### config.mk
export PLATFORM = sky130hd
export DESIGN_NAME = gate_pool_tracker
export DESIGN_NICKNAME = d
export VERILOG_FILES = /design/src/rtl/gate_pool_tracker.sv
export SDC_FILE = /design/constraint.sdc
export NUM_CORES = 1
export LEC_CHECK = 0
export ABC_AREA = 0
export ABC_CLOCK_PERIOD_IN_PS = 4900
export BUFFER_PORTS_ARGS = -buffer_cell sky130_fd_sc_hd__buf_4
export CORE_ASPECT_RATIO = 0.6
export CORE_MARGIN = 4
export CORE_UTILIZATION = 46
export DETAILED_ROUTE_END_ITERATION = 16
export PLACE_DENSITY = 0.77
export SLEW_MARGIN = 15
export SYNTH_ARGS = -nofsm -noshare
export SYNTH_HDL_FRONTEND = slang
export SYNTH_SLANG_ARGS = --single-unit
### constraint.sdc
create_clock -name clk -period 4.9 [get_ports clk]
set_clock_uncertainty 0.2 [all_clocks]
set_input_delay 0.98 -clock clk [delete_from_list [all_inputs] [get_ports clk]]
set_output_delay 0.98 -clock clk [all_outputs]
set_load 0.01 [all_outputs]
### src/rtl/gate_pool_tracker.sv
// Gate-pool lock bitmap: applies claim/release requests, tracks free count and sticky errors.
// Latency: one cycle from accepting edge to bitmap/count/ack/error outputs; flush clears one cycle later.
// Backpressure: both ports ready in RUN; both held off during the single FLUSH cycle.
module gate_pool_tracker #(
    parameter int POOL_WIDTH = 32,
    parameter int CNT_WIDTH  = 6
) (
    input  logic                  clk,
    input  logic                  rst,
    input  logic                  i_claim_valid,
    input  logic [31:0]           i_claim_idx,
    output logic                  o_claim_ready,
    input  logic                  i_release_valid,
    input  logic [31:0]           i_release_idx,
    output logic                  o_release_ready,
    input  logic                  i_flush,
    input  logic                  i_clear_err,
    output logic [POOL_WIDTH-1:0] o_pool_lock,
    output logic [CNT_WIDTH-1:0]  o_free_count,
    output logic                  o_all_locked,
    output logic                  o_ack,
    output logic [1:0]            o_err_code
);

    localparam int IW = (POOL_WIDTH > 1) ? $clog2(POOL_WIDTH) : 1;

    typedef enum logic {
        RUN   = 1'b0,
        FLUSH = 1'b1
    } state_e;

    state_e                  state_q, state_d;
    logic [POOL_WIDTH-1:0]   lock_q, lock_d, lock_mid;
    logic [CNT_WIDTH-1:0]    free_q, free_d;
    logic                    all_locked_q;
    logic                    ack_q, ack_d;
    logic [1:0]              err_q, err_d;
    logic [1:0]              rel_err, clm_err, new_err;
    logic                    rdy, rel_acc, clm_acc, rel_inr, clm_inr, inc, dec;
    logic [IW-1:0]           rel_bit, clm_bit;

    assign rdy     = (state_q == RUN);
    assign rel_acc = i_release_valid && rdy;
    assign clm_acc = i_claim_valid && rdy;
    assign rel_inr = (i_release_idx < 32'(POOL_WIDTH));
    assign clm_inr = (i_claim_idx < 32'(POOL_WIDTH));
    assign rel_bit = i_release_idx[IW-1:0];
    assign clm_bit = i_claim_idx[IW-1:0];

    // Release is resolved against the current bitmap, claim against the post-release one.
    always_comb begin
        lock_mid = lock_q;
        rel_err  = 2'b00;
        clm_err  = 2'b00;
        inc      = 1'b0;
        dec      = 1'b0;
        if (rel_acc) begin
            if (!rel_inr) begin
                rel_err = 2'b11;
            end else if (lock_q[rel_bit]) begin
                lock_mid[rel_bit] = 1'b0;
                inc               = 1'b1;
            end else begin
                rel_err = 2'b10;
            end
        end
        lock_d = lock_mid;
        if (clm_acc) begin
            if (!clm_inr) begin
                clm_err = 2'b11;
            end else if (lock_mid[clm_bit]) begin
                clm_err = 2'b01;
            end else begin
                lock_d[clm_bit] = 1'b1;
                dec             = 1'b1;
            end
        end
        free_d  = free_q + CNT_WIDTH'(inc) - CNT_WIDTH'(dec);
        new_err = (rel_err != 2'b00) ? rel_err : clm_err;
        ack_d   = rel_acc || clm_acc;
        state_d = RUN;
        if (state_q == RUN && i_flush) begin
            state_d = FLUSH;
        end
        if (state_q == FLUSH) begin
            lock_d = '0;
            free_d = CNT_WIDTH'(POOL_WIDTH);
        end
        if (i_clear_err) begin
            err_d = 2'b00;
        end else if (err_q == 2'b00) begin
            err_d = new_err;
        end else begin
            err_d = err_q;
        end
    end

    always_ff @(posedge clk or negedge rst) begin
        if (!rst) begin
            state_q      <= RUN;
            lock_q       <= '0;
            free_q       <= CNT_WIDTH'(POOL_WIDTH);
            all_locked_q <= 1'b0;
            ack_q        <= 1'b0;
            err_q        <= 2'b00;
        end else begin
            state_q      <= state_d;
            lock_q       <= lock_d;
            free_q       <= free_d;
            all_locked_q <= (free_d == '0);
            ack_q        <= ack_d;
            err_q        <= err_d;
        end
    end

    assign o_claim_ready   = rdy;
    assign o_release_ready = rdy;
    assign o_pool_lock     = lock_q;
    assign o_free_count    = free_q;
    assign o_all_locked    = all_locked_q;
    assign o_ack           = ack_q;
    assign o_err_code      = err_q;

endmodule

==> results.sh, run 1 <==
export IMPL_vdd_drop_max_mv=0.1226
export IMPL_hold_buffers=0
export IMPL_yosysWarnings=0
export IMPL_yosysMostFrequentCell="dfrtp_1"
export IMPL_syn_cell_area_mm2=0.003346
export IMPL_die_y_um=74.06
export IMPL_start_util_pct=48.64
export IMPL_synth_yosys_seq_area_share_pct=32.20
export IMPL_finalCritPeriodShare_pct=107.3
export IMPL_synth_compound_area_share_pct=25.88
export IMPL_p_total_uw=941.6
export IMPL_drc_errors=0
export IMPL_timing_rr_end="o_all_locked"
export IMPL_hold_path_depth=1
export IMPL_maxSlewHeadroom_pct=55.44
export IMPL_crit_fanout=6
export IMPL_final_max_slew_viol_count=0
export IMPL_ys_ff_latch=43
export IMPL_hold_path_class="reg2reg"
export IMPL_r2r_setup_slack_ns=0.12
export IMPL_grt_pass1_vias=4166
export IMPL_crit_type="in2reg"
export IMPL_synth_top_cell_area_share_pct=31.41
export IMPL_dieArea_mm2=0.008746
export IMPL_critPathLaunch="i_release_idx[3]"
export IMPL_layout_setup_ws_ns=-0.3561
export IMPL_num_vias=4238
export IMPL_endpoint="o_all_locked"
export IMPL_ant_nets=0
export IMPL_grt_max_degree=44
export IMPL_syn_nets=447
export IMPL_cts_clk_slew_worst_paths_ns=0.06
export IMPL_critPathArrivalTime_ns=5.28
export IMPL_dpl_hpwl_um=11430
export IMPL_detail_route_vias_per_cell=6.716
export IMPL_clockBufferDepth=2
export IMPL_syn_inst=370
export IMPL_cts_buffers=5
export IMPL_violations="negative setup slack"
export IMPL_syn_avg_cell_area_um2=9.042
export IMPL_timing_fmax_mhz=190.3
export IMPL_outcome="finished, violations left"
export IMPL_synthMuxAreaShare_pct=4.936
export IMPL_cp_required_ns=4.92
export IMPL_finalSetupViolCount=2
export IMPL_synth_top_area_cell="dfrtp_1"
export IMPL_synth_edf_count=0
export IMPL_cp_end_kind="register"
export IMPL_port_buffers=113
export IMPL_maxCapViolations=0
export IMPL_area_growth_pct=56.69
export IMPL_synth_async_reset_ratio_pct=100.0
export IMPL_io_pin_count=114
export IMPL_hold_violations=0
export IMPL_dp_slack_ns=-0.6981
export IMPL_antennaDiodeCount=0
export IMPL_synth_top_family_by_area="simple AND/OR/NAND/NOR gates"
export IMPL_synthXorXnorAreaFrac_pct=1.309
export IMPL_yosys_area_share_simple_pct=27.15
export IMPL_drt_first_iter_violations=599
export IMPL_min_period_ns=5.256
export IMPL_r2r_start="o_pool_lock[2]"
export IMPL_reg2regPathDepth=20
export IMPL_first_pass_iters=6
export IMPL_die_w_um=118.1
export IMPL_ys_types=64
export IMPL_root_buffer="clkbuf_16"
export IMPL_clock_latency_ns=0.29
export IMPL_grt_first_pass_wirelength_um=23360
export IMPL_grt_total_usage_pct=34.57
export IMPL_synth_fa_ha_area_share_pct=2.842
export IMPL_gp_congestion=1.041
export IMPL_antenna_found_initial=0
export IMPL_cts_max_level=2
export IMPL_netlist_top_cells_area="dfrtp_1, o31ai_1, o211ai_1"
export IMPL_worst_setup_path_start_kind="input pin"
export IMPL_cts_tree="yes"
export IMPL_cts_sinks=43
export IMPL_wl_um=15360
export IMPL_ys_top_cells_by_count="dfrtp_1, nand2_1, nand3_1, o31ai_1, o211ai_1"
export IMPL_core_area_mm2=0.006878
export IMPL_row_count=23
export IMPL_p_per_area_mw_per_mm2=179.6
export IMPL_globalRouteOverflowTotal=0
export IMPL_drt_wirelength_per_cell_um=24.34
export IMPL_tightest_slew_ns=0.6671
export IMPL_synth_top_flop_cell="dfrtp_1"
export IMPL_layout_nets=620
export IMPL_rsz0062_at_grt="true"
export IMPL_p_leak_nw=2.319
export IMPL_final_layout_size_suffix_gt1_share_pct=47.24
state kept, by name, summed over array words and instances, names as in the netlist:
name,flops
o_free_count,6
o_err_code,2
o_all_locked,1
state_q,1
o_pool_lock,32
o_ack,1
cells by family after synthesis:
| family | count (synthesis) |
|---|---|
| flops | 43 |
| xor+xnor | 5 |
| compound gates | 107 |
| buf+inv | 39 |
| simple gates | 155 |
| mux | 14 |
| fa+ha+maj | 7 |
worst min path at each step:
stage | slack [ns] | from | end
3_5_place_dp | 0.35 | o_err_code[0] | o_err_code[0]
5_1_grt | 0.39 | o_err_code[0] | o_err_code[0]
4_1_cts | 0.37 | o_err_code[0] | o_err_code[0]
6_report | 0.38 | o_err_code[0] | o_err_code[0]
2_1_floorplan | 0.36 | o_err_code[1] | o_err_code[1]
3_3_place_gp | 0.34 | o_err_code[0] | o_err_code[0]
layer usage:
metal	global-route usage, %	vias to the layer above	wire length (um)
met5	0	-	0
li1	-	1782	-
met3	9.195	55	1989
met1	48.91	2034	6488
met4	12.34	0	485
met2	51.55	367	6392
report_power, final:
part           switching (mW)  internal, mW  total, mW
Clock                   0.144         0.254      0.397
Combinational           0.100        0.0823      0.183
Sequential            0.00320         0.358      0.362
cell usage in the layout (no fill, tap or decap), drive strengths merged, types with 7 or more instances in the layout:
cell type / count
buf: 193
mux2i: 12
and3: 8
nand3b: 9
nor3: 8
dfrtp: 42
nand3: 26
o211ai: 22
o2111ai: 10
nor4: 13
o31ai: 37
inv: 10
nor2b: 8
a21o: 7
nand2: 27
o21ai: 8
nor2: 21
through the flow:
stage | setup TNS, ns | instances | instance area [um2] | utilization [%] | hold slack [ns]
2_1_floorplan | -0.4130 | 370 | 3443 | - | 0.3594
3_3_place_gp | -1.018 | 608 | 4743 | 68.96 | 0.3390
3_5_place_dp | -1.263 | 608 | 4743 | 68.96 | 0.3489
4_1_cts | -0.1629 | 629 | 5147 | 74.84 | 0.3681
5_1_grt | -0.6700 | 631 | 5243 | 76.22 | 0.3888
6_report | -0.3875 | 631 | 5243 | 76.22 | 0.3828
critical path, cell delays in order:
cell and delay (ns):
buf_4 0.12, or3b_4 0.43, o22ai_1 0.17, o21a_2 0.26
buf_4 0.17, o31ai_4 0.11, nor3_1 0.36, o2111ai_2 0.22
nor4_4 0.39, nand4_4 0.15, inv_2 0.10, ha_4 0.13
inv_2 0.04, ha_4 0.15, fa_2 0.34, a21oi_2 0.12
nor2_1 0.05, nor2_1 0.14, xor2_1 0.18, nor2_1 0.07
or4_1 0.42, nor3_2 0.15
area by class of cell:
cell class                      count  area, um2
Fill cell                         475       1635
Clock buffer                        6      138.9
Timing Repair Buffer              193       1513
Tap cell                           87      108.9
Multi-Input combinational cell    289       2328
Clock inverter                      2      35.03
Sequential cell                    43       1077
Inverter                           11      41.29
timing repair:
item                                   CTS  global route
endpoints found under the hold margin    0             0
gates cloned                             1             0
resized for setup                       23            16
buffers inserted                        13             3
setup endpoints to repair                2             2
pin swaps                               24            18
No activity file was read; power rests on OpenSTA's default activity.
==> run 2, diff against run 1 <==
--- a/config.mk
+++ b/config.mk
@@ -7,12 +7,12 @@
 export LEC_CHECK = 0
 export ABC_AREA = 0
 export ABC_CLOCK_PERIOD_IN_PS = 4900
-export BUFFER_PORTS_ARGS = -buffer_cell sky130_fd_sc_hd__buf_4
 export CORE_ASPECT_RATIO = 0.6
 export CORE_MARGIN = 4
-export CORE_UTILIZATION = 46
+export CORE_UTILIZATION = 58
 export DETAILED_ROUTE_END_ITERATION = 16
-export PLACE_DENSITY = 0.77
+export DONT_BUFFER_PORTS = 1
+export PLACE_DENSITY = 0.76
 export SLEW_MARGIN = 15
 export SYNTH_ARGS = -nofsm -noshare
 export SYNTH_HDL_FRONTEND = slang
==> run 2 against run 1 <==
The flow still finishes with violations (negative setup slack); cell area decreased by 19%; flip-flop and latch count is the same; sequential share of layout area up 4.8 points; cell count decreased by 21%; via count down 14%; wire length is 16% lower; non-clock buffer count fell by 122; critical endpoint unchanged.
==> results.sh, run 2 (same netlist as run 1, synthesis figures left out) <==
export IMPL_final_layout_size_suffix_gt1_share_pct=32.07
export IMPL_r2r_start="o_pool_lock[27]"
export IMPL_maxCapViolations=0
export IMPL_row_count=21
export IMPL_dpl_hpwl_um=9660
export IMPL_timing_critical_path_mode_cell="nor2_1"
export IMPL_layout_setup_ws_ns=-0.1085
export IMPL_p_leak_nw=1.676
export IMPL_cts_clk_slew_worst_paths_ns=0.08
export IMPL_largest_register_ffs=32
export IMPL_final_common_cell="buf_4"
export IMPL_start_util_pct=60.06
export IMPL_core_area_mm2=0.005570
export IMPL_path_cells="or3b_4 -> nor2_1 -> o31a_2 -> buf_4 -> o311ai_4 -> buf_12 -> buf_8 -> o2111ai_1 -> o2111ai_2 -> nor4_4 -> nand4_4 -> inv_2 -> ha_4 -> inv_2 -> ha_4 -> fa_2 -> a21oi_2 -> nor2_1 -> nor2_1 -> xor2_1 -> nor2_2 -> or4_4 -> nor3_2"
export IMPL_layout_common_cells="buf_4, dfrtp_1, nand3_1, nand2_1, o31ai_1"
export IMPL_finalSetupViolCount=1
export IMPL_root_buffer="clkbuf_8"
export IMPL_drt_wirelength_per_cell_um=25.81
export IMPL_r2r_setup_slack_ns=0.17
export IMPL_clock_latency_ns=0.30
export IMPL_gp_congestion=0.9654
export IMPL_p_per_area_mw_per_mm2=165.5
export IMPL_first_pass_iters=5
export IMPL_clockBufferDepth=2
export IMPL_vdd_drop_max_mv=0.1284
export IMPL_finalCritPeriodShare_pct=102.2
export IMPL_die_w_um=106.1
export IMPL_final_max_slew_viol_count=0
export IMPL_cts_tree="yes"
export IMPL_antenna_found_initial=0
export IMPL_min_period_ns=5.009
export IMPL_cp_required_ns=4.92
export IMPL_globalRouteOverflowTotal=0
export IMPL_dieArea_mm2=0.007087
export IMPL_port_buffers=0
export IMPL_antennaDiodeCount=0
export IMPL_wl_um=12930
export IMPL_timing_fmax_mhz=199.7
export IMPL_drc_errors=0
export IMPL_rsz0062_at_grt="true"
export IMPL_critPathArrivalTime_ns=5.03
export IMPL_outcome="finished, violations left"
export IMPL_reg2regPathDepth=24
export IMPL_detail_route_vias_per_cell=7.244
export IMPL_crit_type="in2reg"
export IMPL_layout_nets=497
export IMPL_hold_violations=0
export IMPL_grt_first_pass_wirelength_um=19420
export IMPL_ant_nets=0
export IMPL_cts_sinks=43
export IMPL_setup_tns_ns=-0.1085
export IMPL_violations="negative setup slack"
export IMPL_worst_setup_path_start_kind="input pin"
export IMPL_cts_max_level=2
export IMPL_area_growth_pct=26.96
export IMPL_crit_fanout=15
export IMPL_tightest_slew_ns=0.8040
export IMPL_io_pin_count=114
export IMPL_die_y_um=66.83
export IMPL_drt_first_iter_violations=364
export IMPL_grt_max_degree=44
export IMPL_timing_rr_end="o_all_locked"
export IMPL_max_stage_delay_ns=0.42
export IMPL_cp_end_kind="register"
export IMPL_maxSlewHeadroom_pct=46.29
export IMPL_crit_slowest_cell="or3b_4"
export IMPL_num_vias=3629
export IMPL_hold_path_class="in2async"
export IMPL_grt_pass1_vias=3487
export IMPL_grt_total_usage_pct=36.34
export IMPL_fin_hold_ws_ns=0.1680
export IMPL_cts_buffers=5
[run 2: changes by cell type in the layout (fill, tap and decap cells not counted), moves of 2 or more]
cell and delta:
buf_6 -2, o21ai_0 -2, clkbuf_8 +6, buf_4 -122, o21ai_2 +2, clkbuf_16 -5
[run 2: layer usage]
metal  vias to the layer above  global-route usage, %  wire length, um
li1                       1539                      -                -
met1                      1756                  49.49             5276
met2                       300                  55.08             5448
met3                        34                  12.49             1934
met4                         0                  10.18              272
met5                         -                      0                0
[run 2: how the worst max path moves through the flow]
| stage | start | end |
|---|---|---|
| 5_1_grt | i_release_idx[2] | o_all_locked |
| 4_1_cts | i_release_idx[0] | o_all_locked |
| 2_1_floorplan | i_release_idx[0] | o_all_locked |
| 3_5_place_dp | i_release_idx[3] | o_all_locked |
| 6_report | i_release_idx[2] | o_all_locked |
| 3_3_place_gp | i_release_idx[3] | o_all_locked |
[run 2: critical path: cells and delay by family]
family | cells | cell delay, ns
compound gates | 5 | 0.91
xor+xnor | 1 | 0.18
fa+ha+maj | 3 | 0.64
buf+inv | 5 | 0.54
simple gates | 9 | 1.77
[run 2: per-stage QoR]
| step | setup slack [ns] | area, um2 | power [mW] | instances | utilization, % |
|---|---|---|---|---|---|
| final | -0.1085 | 4248 | 0.7029 | 501 | 76.26 |
| after detailed placement | -0.5629 | 3759 | 0.4463 | 471 | 67.48 |
| after CTS | -0.08541 | 4031 | 0.6972 | 490 | 72.37 |
| after floorplan | -0.4130 | 3443 | 0.4323 | 370 | - |
| after global placement | -0.5435 | 3759 | 0.4455 | 471 | 67.48 |
| after global routing | -0.3117 | 4248 | 0.7318 | 501 | 76.26 |
[run 2: cell type report]
type | count | area [um2]
Sequential cell | 43 | 1077
Inverter | 11 | 41.29
Multi-Input combinational cell | 288 | 2320
Clock buffer | 8 | 100.1
Fill cell | 410 | 1323
Tap cell | 80 | 100.1
Timing Repair Buffer | 71 | 609.3
[run 2: where the power goes]
group          leakage (nW)  switching (mW)  internal (mW)  total (mW)
combinational          1.03          0.0569         0.0352      0.0921
sequential            0.591         0.00448          0.358       0.362
clock                0.0515           0.120          0.129       0.248
total                  1.68           0.181          0.522       0.703
[run 2: repair_timing]
item / in CTS / in global routing
endpoints found under the hold margin: 0 / 0
hold buffers: 0 / 0
pin swaps: 18 / 27
gates resized for setup: 15 / 27
setup endpoints to repair: 1 / 3
buffers inserted: 12 / 14
==> run 3, diff against run 2 <==
--- a/config.mk
+++ b/config.mk
@@ -5,14 +5,14 @@
 export SDC_FILE = /design/constraint.sdc
 export NUM_CORES = 1
 export LEC_CHECK = 0
-export ABC_AREA = 0
+export ABC_AREA = 1
 export ABC_CLOCK_PERIOD_IN_PS = 4900
+export BUFFER_PORTS_ARGS = -buffer_cell sky130_fd_sc_hd__buf_4
 export CORE_ASPECT_RATIO = 0.6
 export CORE_MARGIN = 4
-export CORE_UTILIZATION = 58
+export CORE_UTILIZATION = 45
 export DETAILED_ROUTE_END_ITERATION = 16
-export DONT_BUFFER_PORTS = 1
-export PLACE_DENSITY = 0.76
+export PLACE_DENSITY = 0.77
 export SLEW_MARGIN = 15
 export SYNTH_ARGS = -nofsm -noshare
 export SYNTH_HDL_FRONTEND = slang
==> run 3 against run 2 <==
The flow now finishes without violations; core utilization decreased by 13 points; area after synthesis down 6.4%; non-clock buffer count increased by 51; cell count is 36% higher; sequential share of layout area grew 0.14 points; clock power is 47% higher; worst setup slack better by 0.50 ns; count of clock-buffer cells in the layout shrank 1; global-route usage fell by 9.9 points; critical endpoint unchanged.
==> results.sh, run 3 <==
export IMPL_syn_cell_area_mm2=0.003132
export IMPL_tightest_slew_ns=0.6750
export IMPL_combPwrFrac_pct=16.0
export IMPL_synth_edf_count=0
export IMPL_worst_setup_path_start_kind="input pin"
export IMPL_ys_top_cells_by_count="nor2_1, nand2_1, inv_1"
export IMPL_use_met2_pct=38.53
export IMPL_grt_pass1_vias=3490
export IMPL_finalSetupViolCount=0
export IMPL_layout_common_cells="nor2_1, buf_4, nand2_1, inv_1, dfrtp_1"
export IMPL_wl_um=11070
export IMPL_cts_max_level=2
export IMPL_dpl_hpwl_um=8101
export IMPL_cp_num_buf_inv=2
export IMPL_timing_fmax_mhz=221.6
export IMPL_cts_tree="yes"
export IMPL_top_usage_layer="met1"
export IMPL_globalRouteOverflowTotal=0
export IMPL_timing_critical_path_mode_cell="nand2_1"
export IMPL_met3_usage_pct=5.468
export IMPL_netlist_top_cells_area="dfrtp_1, nor2_1, nand2_1"
export IMPL_switching_share_pct=26.96
export IMPL_rsz0062_at_grt="false"
export IMPL_die_w_um=115.7
export IMPL_p_seq_share_pct=41.7
export IMPL_finalCritPeriodShare_pct=92.10
export IMPL_largest_register_ffs=32
export IMPL_p_switching_uw=232.6
export IMPL_crit_family="simple AND/OR/NAND/NOR gates"
export IMPL_clockPowerShare_pct=42.3
export IMPL_root_buffer="clkbuf_16"
export IMPL_ys_types=27
export IMPL_p_leak_nw=2.047
export IMPL_final_layout_size_suffix_gt1_share_pct=23.15
export IMPL_gp_congestion=0.9557
export IMPL_area_growth_pct=34.92
export IMPL_synth_async_reset_ratio_pct=100.0
export IMPL_power_internal_uw=630.3
export IMPL_final_max_slew_viol_count=0
export IMPL_yosysWarnings=0
export IMPL_grt_max_degree=44
export IMPL_port_buffers=113
export IMPL_crit_fanout=16
export IMPL_cts_buffers=5
export IMPL_min_period_ns=4.513
export IMPL_yosysMostFrequentCell="nor2_1"
export IMPL_drt_first_iter_violations=459
export IMPL_cp_end_kind="register"
export IMPL_synth_top_flop_cell="dfrtp_1"
export IMPL_syn_nets=562
export IMPL_hold_violations=0
export IMPL_ant_nets=0
export IMPL_maxCapViolations=0
export IMPL_core_area_mm2=0.006705
export IMPL_grt_first_pass_wirelength_um=17230
export IMPL_crit_slowest_cell="or2_1"
export IMPL_cts_clk_slew_worst_paths_ns=0.07
export IMPL_antennaDiodeCount=0
export IMPL_ys_ff_latch=43
export IMPL_layout_nets=672
export IMPL_row_count=23
export IMPL_syn_avg_cell_area_um2=6.457
export IMPL_maxSlewHeadroom_pct=55.00
export IMPL_vdd_drop_max_mv=0.1266
export IMPL_setup_tns_ns=0
export IMPL_crit_type="in2reg"
export IMPL_cp_required_ns=4.91
export IMPL_syn_inst=485
export IMPL_drc_errors=0
export IMPL_dieArea_mm2=0.008402
export IMPL_antenna_found_initial=0
export IMPL_die_y_um=72.62
export IMPL_detail_route_vias_per_cell=5.556
export IMPL_fin_util_pct=63.02
export IMPL_start_util_pct=46.71
export IMPL_outcome="finished, final reports clean"
export IMPL_hold_buffers=0
export IMPL_cts_sinks=43
export IMPL_synth_top_cell_area_share_pct=33.56
export IMPL_max_stage_delay_ns=0.54
export IMPL_final_common_cell="nor2_1"
export IMPL_io_pin_count=114
export IMPL_cts_setup_buffers=0
export IMPL_grtUsageMet1_pct=39.80
export IMPL_drt_wirelength_per_cell_um=16.21
export IMPL_path_cells="buf_4 -> or2_1 -> nor2_1 -> a31oi_1 -> nand2_1 -> nand2_1 -> o21ai_1 -> nand3_1 -> nor2_1 -> nand2_1 -> nor2_4 -> ha_1 -> inv_1 -> ha_1 -> fa_1 -> nand2_1 -> nand2_1 -> a21oi_1 -> a21oi_1 -> or4_1 -> nor3_1"
export IMPL_clockBufferDepth=2
export IMPL_synth_yosys_seq_area_share_pct=34.40
export IMPL_hold_path_class="reg2reg"
export IMPL_p_per_area_mw_per_mm2=204.2
export IMPL_ctsResizeCount=0
export IMPL_synth_top_area_cell="dfrtp_1"
export IMPL_critPathArrivalTime_ns=4.52
export IMPL_clock_latency_ns=0.29
export IMPL_num_vias=3795
export IMPL_grt_total_usage_pct=26.44
export IMPL_first_pass_iters=6
## run 3: cell types whose count changed in the layout (fill, tap and decap cells not counted), sizes merged, moves of 10 or more
cell,change
nor2,+111
inv,+64
buf,+51
nand2,+46
o31ai,-36
a21oi,+32
a31oi,+32
o211ai,-22
nand3,-14
o22ai,+13
mux2i,-12
o2111ai,-10
## run 3: power by group through the flow
stage                     Combinational (mW)  Clock, mW  Sequential, mW
after floorplan                       0.0523          0           0.368
after global placement                 0.132          0           0.366
after detailed placement               0.135          0           0.367
after CTS                              0.135      0.366           0.360
after global routing                   0.149      0.379           0.360
final                                  0.138      0.365           0.360
## run 3: cells by family after synthesis
logic type | count (synthesis) | share of synthesized area (%)
flip-flops | 43 | 34.40
XOR/XNOR | 1 | 0.2797
AND/OR/NAND/NOR | 245 | 32.24
AO/OA/AOI/OAI | 96 | 17.86
buffers and inverters | 93 | 12.19
adder cells (fa/ha/maj) | 7 | 3.036
## run 3: worst reg2reg max path: stages, from the launching register on
cell and delay (ns):
dfrtp_1 0.39, inv_2 0.15, nand2_1 0.11, inv_2 0.47
a31oi_1 0.22, nand2_1 0.10, nand2_1 0.08, o21ai_1 0.16
nand3_1 0.09, nor2_1 0.09, nand2_1 0.11, nor2_4 0.10
ha_1 0.13, inv_1 0.04, ha_1 0.20, fa_1 0.39
nand2_1 0.10, nand2_1 0.06, a21oi_1 0.16, a21oi_1 0.10
or4_1 0.52, nor3_1 0.13
## run 3: cell type report
type | count | area [um2]
fillers | 614 | 2480
multi-input cells | 349 | 1673
flip-flops and latches | 43 | 1077
repair buffers | 122 | 928.4
inverters | 74 | 277.8
clock buffers | 7 | 152.6
well taps | 87 | 108.9
clock inverters | 1 | 7.507
## run 3: routing by layer
layer / up-vias / part of all wire (%)
met1: 1730 / 45
met5: - / 0
met4: 0 / 0.98
met3: 16 / 12
met2: 245 / 42
li1: 1804 / -
## run 3: worst paths after layout
kind,start,end,slack [ns],depth (start not counted)
worst min register to register,o_err_code[1],o_err_code[1],0.36,2
max in group asynchronous,rst,o_pool_lock[23],3.63,1
worst max register to register,state_q,o_all_locked,0.71,21
min in group asynchronous,rst,o_free_count[4],0.48,1
worst min-delay path,o_err_code[1],o_err_code[1],0.36,2
worst max-delay path,i_release_idx[0],o_all_locked,0.39,21
## run 3: stage by stage
step / power [mW] / area (um2) / setup slack (ns) / hold WS (ns) / instances
2_1_floorplan: 0.4198 / 3132 / 0.4663 / 0.3519 / 485
6_report: 0.8629 / 4225 / 0.3872 / 0.3594 / 683
3_5_place_dp: 0.5015 / 4065 / 0.1432 / 0.3478 / 675
4_1_cts: 0.8609 / 4225 / 0.4301 / 0.3566 / 683
5_1_grt: 0.8886 / 4225 / 0.1710 / 0.3811 / 683
3_3_place_gp: 0.4983 / 4065 / 0.2708 / 0.3244 / 675
